<file path="config.mk">
export PLATFORM = sky130hd
export DESIGN_NAME = i2c_init_seq
export DESIGN_NICKNAME = d
export VERILOG_FILES = /design/src/rtl/i2c_init_seq.sv
export SDC_FILE = /design/constraint.sdc
export NUM_CORES = 1
export LEC_CHECK = 0
export CAP_MARGIN = 10
export CELL_PAD_IN_SITES_DETAIL_PLACEMENT = 0
export CELL_PAD_IN_SITES_GLOBAL_PLACEMENT = 2
export CORE_UTILIZATION = 25
export CTS_CLUSTER_DIAMETER = 120
export DETAILED_ROUTE_END_ITERATION = 16
export HOLD_SLACK_MARGIN = 0.02
export PLACE_DENSITY = 0.75
export SYNTH_ARGS = -nofsm -noshare
export SYNTH_HDL_FRONTEND = slang
export SYNTH_SLANG_ARGS = --single-unit
export TNS_END_PERCENT = 30
</file>
<file path="constraint.sdc">
create_clock -name clk -period 2 [get_ports clk]
set_input_delay 0.4 -clock clk [delete_from_list [all_inputs] [get_ports clk]]
set_output_delay 0.4 -clock clk [all_outputs]
set_load 0.02 [all_outputs]
</file>
<file path="src/rtl/i2c_init_seq.sv">
// -----------------------------------------------------------------------------
// i2c_init_seq
//
// Table-driven I2C initialisation sequencer. It walks an external
// table of 12-bit entries {op[11:8], arg[7:0]} starting at entry 0 and turns
// them into commands and write data for an AXI-stream style I2C master
// (command channel + data channel).
//
// Opcodes:
//   0x0 END        finish: one-cycle done pulse, back to idle
//   0x1 ADDR       latch arg[6:0] as the I2C device address
//   0x2 START_WR   issue one command: start + write_multiple + stop
//   0x3 DATA       push arg as a write byte, tlast = 0
//   0x4 DATA_LAST  push arg as a write byte, tlast = 1
//   0x5 DELAY      wait (arg << DELAY_SHIFT) cycles
//   0x6 JUMP       continue at entry arg
//   0x7-0xF        invalid: sticky error, done pulse, back to idle
//
// Ports:
//   clk, rst_n                 clock (rising edge), async active-low reset
//   start                      begin a sequence at entry 0 (ignored while busy)
//   table_addr / table_data    external table; data valid one cycle after addr
//   m_axis_cmd_*               command channel to the I2C master
//   m_axis_data_*              write-data stream to the I2C master
//   busy                       sequence in progress
//   done                       one-cycle pulse when a sequence ends
//   error                      last sequence hit an invalid opcode
// -----------------------------------------------------------------------------
module i2c_init_seq #(
    parameter int TABLE_AW    = 8,
    parameter int DELAY_SHIFT = 4
) (
    input  logic                clk,
    input  logic                rst_n,
    input  logic                start,

    output logic [TABLE_AW-1:0] table_addr,
    input  logic [11:0]         table_data,

    output logic [6:0]          m_axis_cmd_address,
    output logic                m_axis_cmd_start,
    output logic                m_axis_cmd_read,
    output logic                m_axis_cmd_write,
    output logic                m_axis_cmd_write_multiple,
    output logic                m_axis_cmd_stop,
    output logic                m_axis_cmd_valid,
    input  logic                m_axis_cmd_ready,

    output logic [7:0]          m_axis_data_tdata,
    output logic                m_axis_data_tvalid,
    input  logic                m_axis_data_tready,
    output logic                m_axis_data_tlast,

    output logic                busy,
    output logic                done,
    output logic                error
);

    // Delay counter must hold the largest arg << DELAY_SHIFT.
    localparam int CNT_W = 8 + DELAY_SHIFT;

    localparam logic [3:0] OP_END       = 4'h0;
    localparam logic [3:0] OP_ADDR      = 4'h1;
    localparam logic [3:0] OP_START_WR  = 4'h2;
    localparam logic [3:0] OP_DATA      = 4'h3;
    localparam logic [3:0] OP_DATA_LAST = 4'h4;
    localparam logic [3:0] OP_DELAY     = 4'h5;
    localparam logic [3:0] OP_JUMP      = 4'h6;

    typedef enum logic [2:0] {
        ST_IDLE,
        ST_FETCH,    // table_addr presented, table read in flight
        ST_DECODE,   // table_data valid, entry is executed
        ST_CMD,      // command held until m_axis_cmd_ready
        ST_DATA,     // write byte held until m_axis_data_tready
        ST_DELAY     // counting down a DELAY entry
    } state_t;

    state_t             r_state;
    state_t             w_state_next;

    logic [TABLE_AW-1:0] r_table_addr;
    logic [6:0]          r_dev_addr;
    logic [7:0]          r_tdata;
    logic                r_tlast;
    logic [CNT_W-1:0]    r_delay_cnt;
    logic                r_done;
    logic                r_error;

    logic [3:0]          w_op;
    logic [7:0]          w_arg;
    logic [CNT_W-1:0]    w_delay_len;

    assign w_op        = table_data[11:8];
    assign w_arg       = table_data[7:0];
    assign w_delay_len = CNT_W'(w_arg) << DELAY_SHIFT;

    // -------------------------------------------------------------------------
    // State register
    // -------------------------------------------------------------------------
    // NOTE: sequential state is updated with non-blocking assignments so every
    // flop samples pre-edge values regardless of process evaluation order.
    always_ff @(posedge clk or negedge rst_n) begin
        if (!rst_n) begin
            r_state <= ST_IDLE;
        end else begin
            r_state <= w_state_next;
        end
    end

    // -------------------------------------------------------------------------
    // Next-state logic
    // -------------------------------------------------------------------------
    // NOTE: the default assignment at the top keeps this block purely
    // combinational; without it an unlisted path would infer a latch.
    always_comb begin
        w_state_next = r_state;
        case (r_state)
            ST_IDLE: begin
                if (start) begin
                    w_state_next = ST_FETCH;
                end
            end
            ST_FETCH: begin
                w_state_next = ST_DECODE;
            end
            ST_DECODE: begin
                case (w_op)
                    OP_END:                w_state_next = ST_IDLE;
                    OP_ADDR:               w_state_next = ST_FETCH;
                    OP_START_WR:           w_state_next = ST_CMD;
                    OP_DATA, OP_DATA_LAST: w_state_next = ST_DATA;
                    // A zero-length delay skips the DELAY state entirely.
                    OP_DELAY:              w_state_next = (w_arg == 8'd0) ? ST_FETCH : ST_DELAY;
                    OP_JUMP:               w_state_next = ST_FETCH;
                    default:               w_state_next = ST_IDLE;
                endcase
            end
            ST_CMD: begin
                if (m_axis_cmd_ready) begin
                    w_state_next = ST_FETCH;
                end
            end
            ST_DATA: begin
                if (m_axis_data_tready) begin
                    w_state_next = ST_FETCH;
                end
            end
            ST_DELAY: begin
                // Counter was loaded with the full length, so leaving on 1
                // spends exactly that many cycles here.
                if (r_delay_cnt == CNT_W'(1)) begin
                    w_state_next = ST_FETCH;
                end
            end
            default: begin
                w_state_next = ST_IDLE;
            end
        endcase
    end

    // -------------------------------------------------------------------------
    // Datapath registers: table pointer, device address, data byte, delay,
    // done pulse and sticky error.
    // -------------------------------------------------------------------------
    always_ff @(posedge clk or negedge rst_n) begin
        if (!rst_n) begin
            r_table_addr <= '0;
            r_dev_addr   <= '0;
            r_tdata      <= '0;
            r_tlast      <= 1'b0;
            r_delay_cnt  <= '0;
            r_done       <= 1'b0;
            r_error      <= 1'b0;
        end else begin
            r_done <= 1'b0;
            case (r_state)
                ST_IDLE: begin
                    if (start) begin
                        r_table_addr <= '0;
                        r_error      <= 1'b0;
                    end
                end
                ST_DECODE: begin
                    // The pointer moves on while the entry executes; it is
                    // only presented to the table again in FETCH.
                    if (w_op == OP_JUMP) begin
                        r_table_addr <= TABLE_AW'(w_arg);
                    end else begin
                        r_table_addr <= r_table_addr + TABLE_AW'(1);
                    end
                    case (w_op)
                        OP_END: begin
                            r_done <= 1'b1;
                        end
                        OP_ADDR: begin
                            r_dev_addr <= w_arg[6:0];
                        end
                        OP_DATA, OP_DATA_LAST: begin
                            r_tdata <= w_arg;
                            r_tlast <= (w_op == OP_DATA_LAST);
                        end
                        OP_DELAY: begin
                            r_delay_cnt <= w_delay_len;
                        end
                        OP_START_WR, OP_JUMP: begin
                        end
                        default: begin
                            r_error <= 1'b1;
                            r_done  <= 1'b1;
                        end
                    endcase
                end
                ST_DELAY: begin
                    r_delay_cnt <= r_delay_cnt - CNT_W'(1);
                end
                default: begin
                end
            endcase
        end
    end

    // -------------------------------------------------------------------------
    // Output logic. Valids decode straight from the state register, so the
    // command and data channels are mutually exclusive by construction and
    // both drop immediately on reset.
    // -------------------------------------------------------------------------
    always_comb begin
        busy                      = (r_state != ST_IDLE);
        table_addr                = r_table_addr;

        m_axis_cmd_valid          = (r_state == ST_CMD);
        m_axis_cmd_address        = r_dev_addr;
        m_axis_cmd_start          = (r_state == ST_CMD);
        m_axis_cmd_write_multiple = (r_state == ST_CMD);
        m_axis_cmd_stop           = (r_state == ST_CMD);
        m_axis_cmd_read           = 1'b0;
        m_axis_cmd_write          = 1'b0;

        m_axis_data_tvalid        = (r_state == ST_DATA);
        m_axis_data_tdata         = r_tdata;
        m_axis_data_tlast         = r_tlast && (r_state == ST_DATA);

        done                      = r_done;
        error                     = r_error;
    end

endmodule

</file>
Word-level counts from Yosys, hierarchy flattened

Cells that the tools add are included.
W data, S select, Z words.

Logic and storage cells: 62
Input port bits: 17
Register bits: 41
Output and inout port bits: 34

Equal/unequal tests: 18
Reductions and logical operators: 17
Add/sub/neg operators: 2
Multiplexer cells: 17

Operators with widths:

| kind                    | count |
|---|---|
| $pmux W12 S2            | 1 |
| $pmux W3 S6             | 1 |
| $mux W8                 | 2 |
| $pmux W8 S2             | 1 |
| $mux W3                 | 5 |
| $eq A12 B1 Y1 const B   | 1 |
| $eq A4 B3 Y1 const B    | 3 |
| $mux W12                | 1 |
| $pmux W3 S4             | 1 |
| $sub A12 B1 Y12 const B | 1 |
| $add A8 B1 Y8 const B   | 1 |
| $eq A4 B2 Y1 const B    | 2 |
| $logic_not A8 Y1        | 1 |
| $ne A2 B2 Y1 const B    | 4 |
| $reduce_and A2 Y1       | 4 |
| $reduce_or A7 Y1        | 1 |
| $eq A3 B2 Y1 const B    | 2 |
| $eq A3 B3 Y1 const B    | 2 |
| $reduce_or A6 Y1        | 1 |
| $eq A4 B1 Y1 const B    | 1 |
| $logic_not A4 Y1        | 1 |
| $mux W1                 | 4 |
| $ne A2 B1 Y1 const B    | 2 |
| $reduce_and A4 Y1       | 1 |
| 8 further kinds         | 10 |

Longest topological paths before layout

Gate-level depths: netlist of the first run.

Depth in word-level cells: 4
Gate-level depth with buffers: 7
Mapped depth without buffers: 6

Worst setup path after synthesis of the first run

Ideal clock, no wire load.

Path type: register to output
From: reg r_state[2]
To: out m_axis_data_tlast
Slack: 0.260 ns
Stages on the path, launching flop included: 5
Required time: 1.600 ns
Data arrival time: 1.340 ns
Cells stage by stage: dfrtp_1 clkbuf_1 nand2b_1 nor2_1 and2_1

Word-level cells in the longest chain between the ends: 2

Ends and longest elaborated chain:

| item                   | RTL line | text |
|---|---|---|
| from (decl)            | 79       | `state_t r_state;` |
| from (signal assigned) | 107      | `r_state <= w_state_next;` |
| $eq A3 B3 Y1           | --       |  |
| net m_axis_data_tvalid | 50       | `output logic m_axis_data_tvalid,` |
| $logic_and A1 B1 Y1    | 242      | `m_axis_data_tlast = r_tlast && (r_state == ST_DATA);` |
| to (decl)              | 52       | `output logic m_axis_data_tlast,` |

The timed path passes the listed nets, and every way through them passes these cells.

Worst setup path in the final report of the first run

From: in table_data[11]
To: reg r_delay_cnt[9]

Word-level cells in the longest chain between the ends: 3

Ends and longest elaborated chain:

| item                               | RTL line | text |
|---|---|---|
| from (decl)                        | 38       | `input logic [11:0] table_data,` |
| $eq A4 B3 Y1                       | 192      | `case (w_op)` |
| $ne A2 B2 Y1 (no source line)      | --       |  |
| $reduce_and A2 Y1 (no source line) | --       |  |
| to (signal assigned)               | 204      | `r_delay_cnt <= w_delay_len;` |
| to (signal assigned)               | 215      | `r_delay_cnt <= r_delay_cnt - CNT_W'(1);` |
| to (decl)                          | 86       | `logic [CNT_W-1:0] r_delay_cnt;` |

No other way between the ends.
A chain may end at the register's enable or synchronous reset.

==> results of run 1 <==
## state kept, by name (all words and copies together) (netlist names)
signal,cells
table_addr,8
m_axis_data_tdata,8
done,1
m_axis_cmd_address,7
r_delay_cnt,12
r_state,3
error,1
r_tlast,1
## layer usage
| layer | vias to the layer above | global-route usage [%] | wire, um |
|---|---|---|---|
| met5 | - | 0 | 0 |
| met4 | 0 | 4.851 | 104 |
| met3 | 12 | 2.528 | 296 |
| met2 | 64 | 21.16 | 2657 |
| met1 | 945 | 19.76 | 3068 |
| li1 | 978 | - | - |
## cells in the final DEF, fill, tap and decap left out, types with 6 or more instances in the layout
| master | count |
|---|---|
| buf_4 | 36 |
| mux2_2 | 15 |
| dfrtp_1 | 41 |
| a21oi_1 | 16 |
| inv_1 | 7 |
| dlygate4sd2_1 | 6 |
| nand2_1 | 12 |
| o22ai_1 | 7 |
| nor2_1 | 14 |
| nor3_1 | 9 |
| o21ai_0 | 14 |
| clkdlybuf4s50_1 | 40 |
## synthesized netlist by cell type (7+ instances only)
| cell | number | area (sq um) |
|---|---|---|
| a21oi_1 | 16 | 80.08 |
| buf_2 | 7 | 35.03 |
| dfrtp_1 | 41 | 1026 |
| inv_1 | 7 | 26.28 |
| mux2_2 | 15 | 168.9 |
| nand2_1 | 12 | 45.04 |
| nor2_1 | 14 | 52.55 |
| nor3_1 | 9 | 45.04 |
| o21ai_0 | 14 | 70.07 |
| o22ai_1 | 7 | 43.79 |
## power groups by stage
stage,Clock (mW),Sequential [mW],Combinational (mW)
2_1_floorplan,0,1.60,0.829
3_3_place_gp,0,1.43,1.85
3_5_place_dp,0,1.43,1.86
4_1_cts,0.674,1.42,1.83
5_1_grt,0.706,1.47,1.97
6_report,0.645,1.42,1.82
## final cells by class
type | count | area share, %
clock inverters | 2 | 1.117
inverters | 7 | 0.8380
well taps | 105 | 4.190
flip-flops and latches | 41 | 32.72
multi-input cells | 161 | 34.76
clock buffers | 5 | 2.195
repair buffers | 85 | 24.18
## kinds of logic after synthesis
| logic type | share of synthesized area (%) |
|---|---|
| adder cells (fa/ha/maj) | 1.694 |
| AND/OR/NAND/NOR | 20.04 |
| buffers and inverters | 4.969 |
| AO/OA/AOI/OAI | 17.96 |
| multiplexers | 8.074 |
| XOR/XNOR | 0.7907 |
| flip-flops | 46.30 |
| other | 0.1692 |
## timing repair
| action | 4_1_cts | 5_1_grt |
|---|---|---|
| setup endpoints to repair | 7 | 1 |
| resized for setup | 7 | 1 |
| setup buffers | 0 | 0 |
| gates cloned | 0 | 0 |
## worst paths after layout
path,from,to,slack (ns),cells past startpoint
max,table_data[11],r_delay_cnt[9],0.05,5
min,rst_n,m_axis_cmd_address[6],0.18,2
max reg2reg,r_state[0],r_delay_cnt[9],0.09,5
min reg2reg,m_axis_cmd_address[3],m_axis_cmd_address[3],0.51,1
max in group asynchronous,rst_n,r_delay_cnt[6],1.45,2
min in group clk,m_axis_cmd_address[3],m_axis_cmd_address[3],0.51,1
## per-stage QoR
stage | utilization (%) | power, mW | std cells | TNS [ns] | worst slack (ns)
5_1_grt | 37.41 | 4.151 | 406 | 0 | 0.008946
2_1_floorplan | - | 2.431 | 224 | 0 | 0.2602
6_report | 37.41 | 3.883 | 406 | 0 | 0.04808
3_3_place_gp | 36.26 | 3.276 | 399 | -2.727 | -0.2002
3_5_place_dp | 36.26 | 3.297 | 399 | -2.819 | -0.2604
4_1_cts | 37.39 | 3.924 | 406 | 0 | 0.04671
## critical path, delay by kind of cell
kind	cells	cell delay [ns]
AND/OR/NAND/NOR	1	0.59
AO/OA/AOI/OAI	3	0.66
buffers and inverters	1	0.48
==> flow_summary.yaml, run 1 <==
floorplanning:
  die_w_um: 96.15
  fp-row-count: 33
  die_h_um: 96.15
  floorplan.initialDensity_pct: 26.44
  dieArea_sq_um: 9244
  io_pins: 51
  core_sq_um: 8382
timing:
  max_freq_mhz: 512.3
  slew_headroom_pct: 63.91
  hold_violations: 0
  period_needed_ns: 1.952
  fin_skew_ns: 0.006854
  whs_ns: 0.1778
  worst_pin_slew_ns: 0.5414
  drv_slew: 0
  setup_viol: 0
  finalCritPeriodShare_pct: 97.60
  rsz0062_at_grt: "no"
detailed_routing:
  ant_nets: 0
  vias_per_cell: 4.924
  wirelength_um: 6127
  firstDrtPassIters: 4
  avgRoutedWirePerCell_um: 15.09
  vias: 1999
  drtIter0Drc: 113
  drc: 0
power:
  p_int_mw: 2.421
  combPwrFrac_pct: 46.8
  clkPwrFrac_pct: 16.6
  switchingPower_mw: 1.462
  power_per_cell_area_nw_per_um2: 1238
  leakage_nw: 1.302
  vdd_drop_max_mv: 0.5886
  p_sw_share_pct: 37.64
  pwr-share-seq_pct: 36.6
synth:
  synth-edff-count: 0
  async_flop_share_pct: 100.0
  ys_ff_latch: 41
  synth-warning-count: 0
  postSynthCellCount: 223
  synth.avg_cell_area_sq_um: 9.937
  yosysSeqAreaShare_pct: 46.30
  syn_area_sq_um: 2216
  synth.distinct_cells: 50
  ys.flop_type: "dfrtp_1"
cells_and_area:
  multi_input_area_sq_um: 1090
  drive_gt1_share_pct: 22.92
  stdcell_area_sq_um: 3136
  area_delta_synth_final_pct: 41.50
  num_antenna_cells: 0
  nFillCells: 857
  layout.nets: 321
  seqCellArea_sq_um: 1026
grt:
  grt_pass1_wl_um: 9708
  grt_overflow: 0
  grt_max_degree: 42
  grt.total_usage_pct: 13.96
  first_global_vias: 1828
  antenna_found_initial: 0
worst_setup_path:
  startpoint_type: "input port"
  crit_path_max_incr_delay_ns: 0.59
  crit_slowest_cell: "or4b_4"
  cp.arrival_ns: 2.15
  path_cells: "clkdlybuf4s50_1 -> or4b_4 -> o21ai_4 -> a21oi_1 -> a311oi_1"
  cp_data_required_time_ns: 2.20
  setup.worst_path.class: "input port to flop"
  worst_setup_path_end_kind: "flop"
  cp_max_fo: 8
cts:
  root_buffer: "clkbuf_8"
  numCtsBuffers: 5
  path_clk_slew_ns: 0.08
  cts.sinks: 41
  htreeDepth: 2
  ctsHoldBuffers: 0
  cts_buffer_depth: 2
  cts_tree: "done"
  clkLatencyLatePin_ns: 0.29
place:
  place_area_sq_um: 3039
  port_buffers: 48
  routabilityCongestion: 0.8519
  post-dp-hpwl_um: 4508
min_path:
  hold_class: "input port to asynchronous set/reset pin"
outcome:
  run_status: "complete, no violations"
job:
  max_cap_violations: 0
No activity file was read; power rests on OpenSTA's default activity.
==> inputs of run 2 (changes only) <==
Settings changed: RECOVER_POWER set to 50.
==> flow_summary.yaml, run 2 (same netlist as run 1, synthesis figures left out) <==
timing:
  setup_viol: 0
  setup_slack_ns: 0.04792
  hold_violations: 0
  worst_pin_slew_ns: 1.063
  max_freq_mhz: 512.3
  whs_ns: 0.3759
  fin_skew_ns: 0.006856
  finalCritPeriodShare_pct: 97.60
  rsz0062_at_grt: "no"
  period_needed_ns: 1.952
  drv_slew: 0
  slew_headroom_pct: 29.14
worst_setup_path:
  r2r-start: "r_state[0]"
  startpoint_type: "input port"
  r2r_slack_ns: 0.09
  setup.worst_path.class: "input port to flop"
  cp.arrival_ns: 2.15
  r2r_cells: 5
  crit_path_max_incr_delay_ns: 0.59
  cp_max_fo: 8
  r2r-end: "r_delay_cnt[9]"
  crit_slowest_cell: "or4b_4"
  worst_setup_path_end_kind: "flop"
  cp_data_required_time_ns: 2.20
  path_cells: "clkdlybuf4s50_1 -> or4b_4 -> o21ai_4 -> a21oi_1 -> a311oi_1"
cts:
  ctsHoldBuffers: 0
  clkLatencyLatePin_ns: 0.29
  path_clk_slew_ns: 0.08
  root_buffer: "clkbuf_8"
  cts_buffer_depth: 2
  cts.sinks: 41
  htreeDepth: 2
  ctsResizeCount: 7
  post_cts_buffers: 0
  numCtsBuffers: 5
  cts_tree: "done"
outcome:
  run_status: "complete, no violations"
power:
  p_sw_share_pct: 37.90
  leakage_nw: 1.320
  p_int_mw: 2.388
  power_per_cell_area_nw_per_um2: 1227
  vdd_drop_max_mv: 0.5881
  switchingPower_mw: 1.457
  clkPwrFrac_pct: 16.8
  combPwrFrac_pct: 46.3
  pwr-share-seq_pct: 36.9
detailed_routing:
  firstDrtPassIters: 4
  vias_per_cell: 4.936
  vias: 2004
  avgRoutedWirePerCell_um: 15.09
  drc: 0
  drtIter0Drc: 113
  ant_nets: 0
  wirelength_um: 6127
grt:
  first_global_vias: 1828
  grt.total_usage_pct: 13.96
  grt_max_degree: 42
  grt_overflow: 0
  antenna_found_initial: 0
  grt_pass1_wl_um: 9708
cells_and_area:
  seqCellArea_sq_um: 1026
  layout_common_cells: "41 x dfrtp_1, 34 x buf_4, 29 x clkdlybuf4s50_1"
  multi_input_area_sq_um: 1090
  area_delta_synth_final_pct: 41.39
  num_antenna_cells: 0
  nFillCells: 856
  largest_reg_flops: 12
  top_register: "r_delay_cnt"
  drive_gt1_share_pct: 22.92
  layout.nets: 321
  final_common_cell: "dfrtp_1"
  post-route-util_pct: 37.38
floorplanning:
  fp-row-count: 33
  dieArea_sq_um: 9244
  die_w_um: 96.15
  io_pins: 51
  floorplan.initialDensity_pct: 26.44
  core_sq_um: 8382
  die_h_um: 96.15
job:
  max_cap_violations: 0
place:
  post-dp-hpwl_um: 4508
  port_buffers: 48
  routabilityCongestion: 0.8519
  preCtsSetupSlack_ns: -0.2604
min_path:
  hold_class: "input port to asynchronous set/reset pin"
## run 2: worst max path at each step
stage	start	end	slack, ns	depth (start not counted)
floorplan	r_state[2]	m_axis_data_tlast	0.26	4
global placement	table_data[11]	r_delay_cnt[9]	-0.20	5
detailed placement	table_data[11]	r_delay_cnt[9]	-0.26	5
CTS	r_state[0]	m_axis_data_tlast	0.05	4
global route	r_state[0]	m_axis_data_tlast	0.009	4
finish	table_data[11]	r_delay_cnt[9]	0.05	5
## run 2: layer usage
layer	vias up	GRT usage [%]	wire length [um]
li1	979	-	-
met1	949	19.76	3070
met2	64	21.16	2654
met3	12	2.528	299
met4	0	4.851	104
met5	-	0	0
## run 2: critical path, delay by kind of cell
kind,cells,cell delay [ns]
simple gates,1,0.59
compound gates,3,0.66
buf+inv,1,0.48
## run 2: power by group through the flow
stage	clock network, mW	registers (mW)	logic [mW]
6_report	0.645	1.42	1.78
5_1_grt	0.706	1.47	1.94
4_1_cts	0.674	1.42	1.83
3_5_place_dp	0	1.43	1.86
3_3_place_gp	0	1.43	1.85
2_1_floorplan	0	1.60	0.829
## run 2: area by class of cell
type | instances | area share, %
clock inverters | 2 | 1.118
flip-flops and latches | 41 | 32.75
repair buffers | 85 | 24.12
clock buffers | 5 | 2.196
inverters | 7 | 0.8387
multi-input cells | 161 | 34.78
well taps | 105 | 4.193
## run 2: metrics by stage
step / std cells / total power, mW / area (sq um) / TNS, ns
2_1_floorplan: 224 / 2.431 / 2220 / 0
3_3_place_gp: 399 / 3.276 / 3039 / -2.727
3_5_place_dp: 399 / 3.297 / 3039 / -2.819
4_1_cts: 406 / 3.924 / 3134 / 0
5_1_grt: 406 / 4.114 / 3133 / 0
6_report: 406 / 3.845 / 3133 / 0
==> inputs of run 3 (changes only) <==
Settings changed: CAP_MARGIN 10 to unset, SETUP_SLACK_MARGIN set to 0.3.
==> flow_summary.yaml, run 3 (same netlist as run 1, synthesis figures left out) <==
cts:
  clkLatencyLatePin_ns: 0.30
  htreeDepth: 2
  path_clk_slew_ns: 0.08
  numCtsBuffers: 5
  ctsHoldBuffers: 0
  cts_tree: "done"
  cts.sinks: 41
  root_buffer: "clkbuf_8"
  cts_buffer_depth: 2
worst_setup_path:
  cp_data_required_time_ns: 2.18
  setup.worst_path.class: "flop to flop"
  cp_max_fo: 7
  startpoint_type: "flop"
  cp.arrival_ns: 2.01
  worst_setup_path_end_kind: "flop"
detailed_routing:
  wirelength_um: 6559
  drtIter0Drc: 94
  ant_nets: 0
  drc: 0
  vias_per_cell: 5.078
  avgRoutedWirePerCell_um: 15.58
  vias: 2138
  firstDrtPassIters: 4
place:
  post-dp-hpwl_um: 4632
  place_inst: 398
  port_buffers: 48
  place_area_sq_um: 3034
  preCtsSetupSlack_ns: -0.2428
  routabilityCongestion: 0.7822
cells_and_area:
  layout_common_cells: "40 x dfrtp_1, 40 x buf_4, 29 x clkdlybuf4s50_1"
  final_cell_count_no_fill: 421
  nFillCells: 866
  layout.nets: 335
  top_register: "r_delay_cnt"
  area_delta_synth_final_pct: 47.15
  largest_reg_flops: 12
  num_antenna_cells: 0
  drive_gt1_share_pct: 31.33
  stdcell_area_sq_um: 3261
floorplanning:
  die_w_um: 96.15
  floorplan.initialDensity_pct: 26.44
  io_pins: 51
  fp-row-count: 33
  core_sq_um: 8382
  die_h_um: 96.15
  dieArea_sq_um: 9244
grt:
  met3_usage_pct: 2.370
  grt_max_degree: 25
  use_met1_pct: 20.98
  grt.total_usage_pct: 14.96
  top_usage_layer: "met2"
  use_met2_pct: 23.40
  grt_pass1_wl_um: 10380
  first_global_vias: 1978
  grt_overflow: 0
  antenna_found_initial: 0
timing:
  setup_slack_ns: 0.1695
  setup_viol: 0
  hold_violations: 0
  max_freq_mhz: 546.3
  fin_tns_setup_ns: 0
  rsz0062_at_grt: "yes"
  drv_slew: 0
  slew_headroom_pct: 33.63
  finalCritPeriodShare_pct: 91.52
  fin_skew_ns: 0.005968
  period_needed_ns: 1.830
  worst_pin_slew_ns: 0.9955
power:
  leakage_nw: 1.385
  vdd_drop_max_mv: 0.6538
  p_total_mw: 3.988
  power_per_cell_area_nw_per_um2: 1223
min_path:
  hold_class: "input port to asynchronous set/reset pin"
job:
  max_cap_violations: 0
outcome:
  run_status: "complete, no violations"
-- run 3: worst max-delay path, cell delays in order, from the launching register on --
cell	delay (ns)
dfrtp_1	0.45
buf_6	0.16
or4b_4	0.50
o21ai_4	0.26
buf_4	0.18
o21a_1	0.11
a21oi_1	0.06
-- run 3: what timing repair did --
action,in CTS,in global routing
gates resized for setup,42,20
buffers inserted,9,3
hold endpoints to repair,0,0
endpoints found under the setup margin,51,55
pin swaps,7,3
gates cloned,2,1
-- run 3: power by group --
| group | total, mW | internal, mW | switching (mW) |
|---|---|---|---|
| combinational | 2.01 | 1.04 | 0.970 |
| clock | 0.542 | 0.242 | 0.299 |
| sequential | 1.44 | 1.15 | 0.285 |
| total | 3.99 | 2.43 | 1.55 |
-- run 3: metrics by stage --
step / utilization, % / hold slack, ns
finish: 38.90 / 0.2385
global route: 38.90 / 0.3211
CTS: 38.77 / 0.04589
detailed placement: 36.20 / 0.3724
global placement: 36.20 / 0.3737
floorplan: - / 0.1044
-- run 3: per-layer routing --
layer / share of wire (%) / vias up
met3: 4.6 / 9
met1: 47 / 1048
met4: 1.9 / 0
met2: 46 / 64
li1: - / 1017
met5: 0 / -
-- run 3: path summary, 6_finish.rpt --
check	from	to	slack (ns)	cells past startpoint
max	r_state[2]	r_delay_cnt[2]	0.17	6
min	rst_n	table_addr[5]	0.24	1
max reg2reg	r_state[2]	r_delay_cnt[2]	0.17	6
min reg2reg	m_axis_cmd_address[1]	m_axis_cmd_address[1]	0.50	1
max in group asynchronous	rst_n	r_state[1]	0.57	2
min in group clk	m_axis_cmd_address[1]	m_axis_cmd_address[1]	0.50	1
-- run 3: area by class of cell --
class | count | area (sq um) | area share, %
Inverter | 7 | 26.28 | 0.8058
Tap cell | 105 | 131.4 | 4.029
Clock inverter | 2 | 10.01 | 0.3070
Sequential cell | 41 | 1027 | 31.50
Multi-Input combinational cell | 161 | 1160 | 35.57
Clock buffer | 6 | 72.57 | 2.226
Timing Repair Buffer | 99 | 833.3 | 25.56
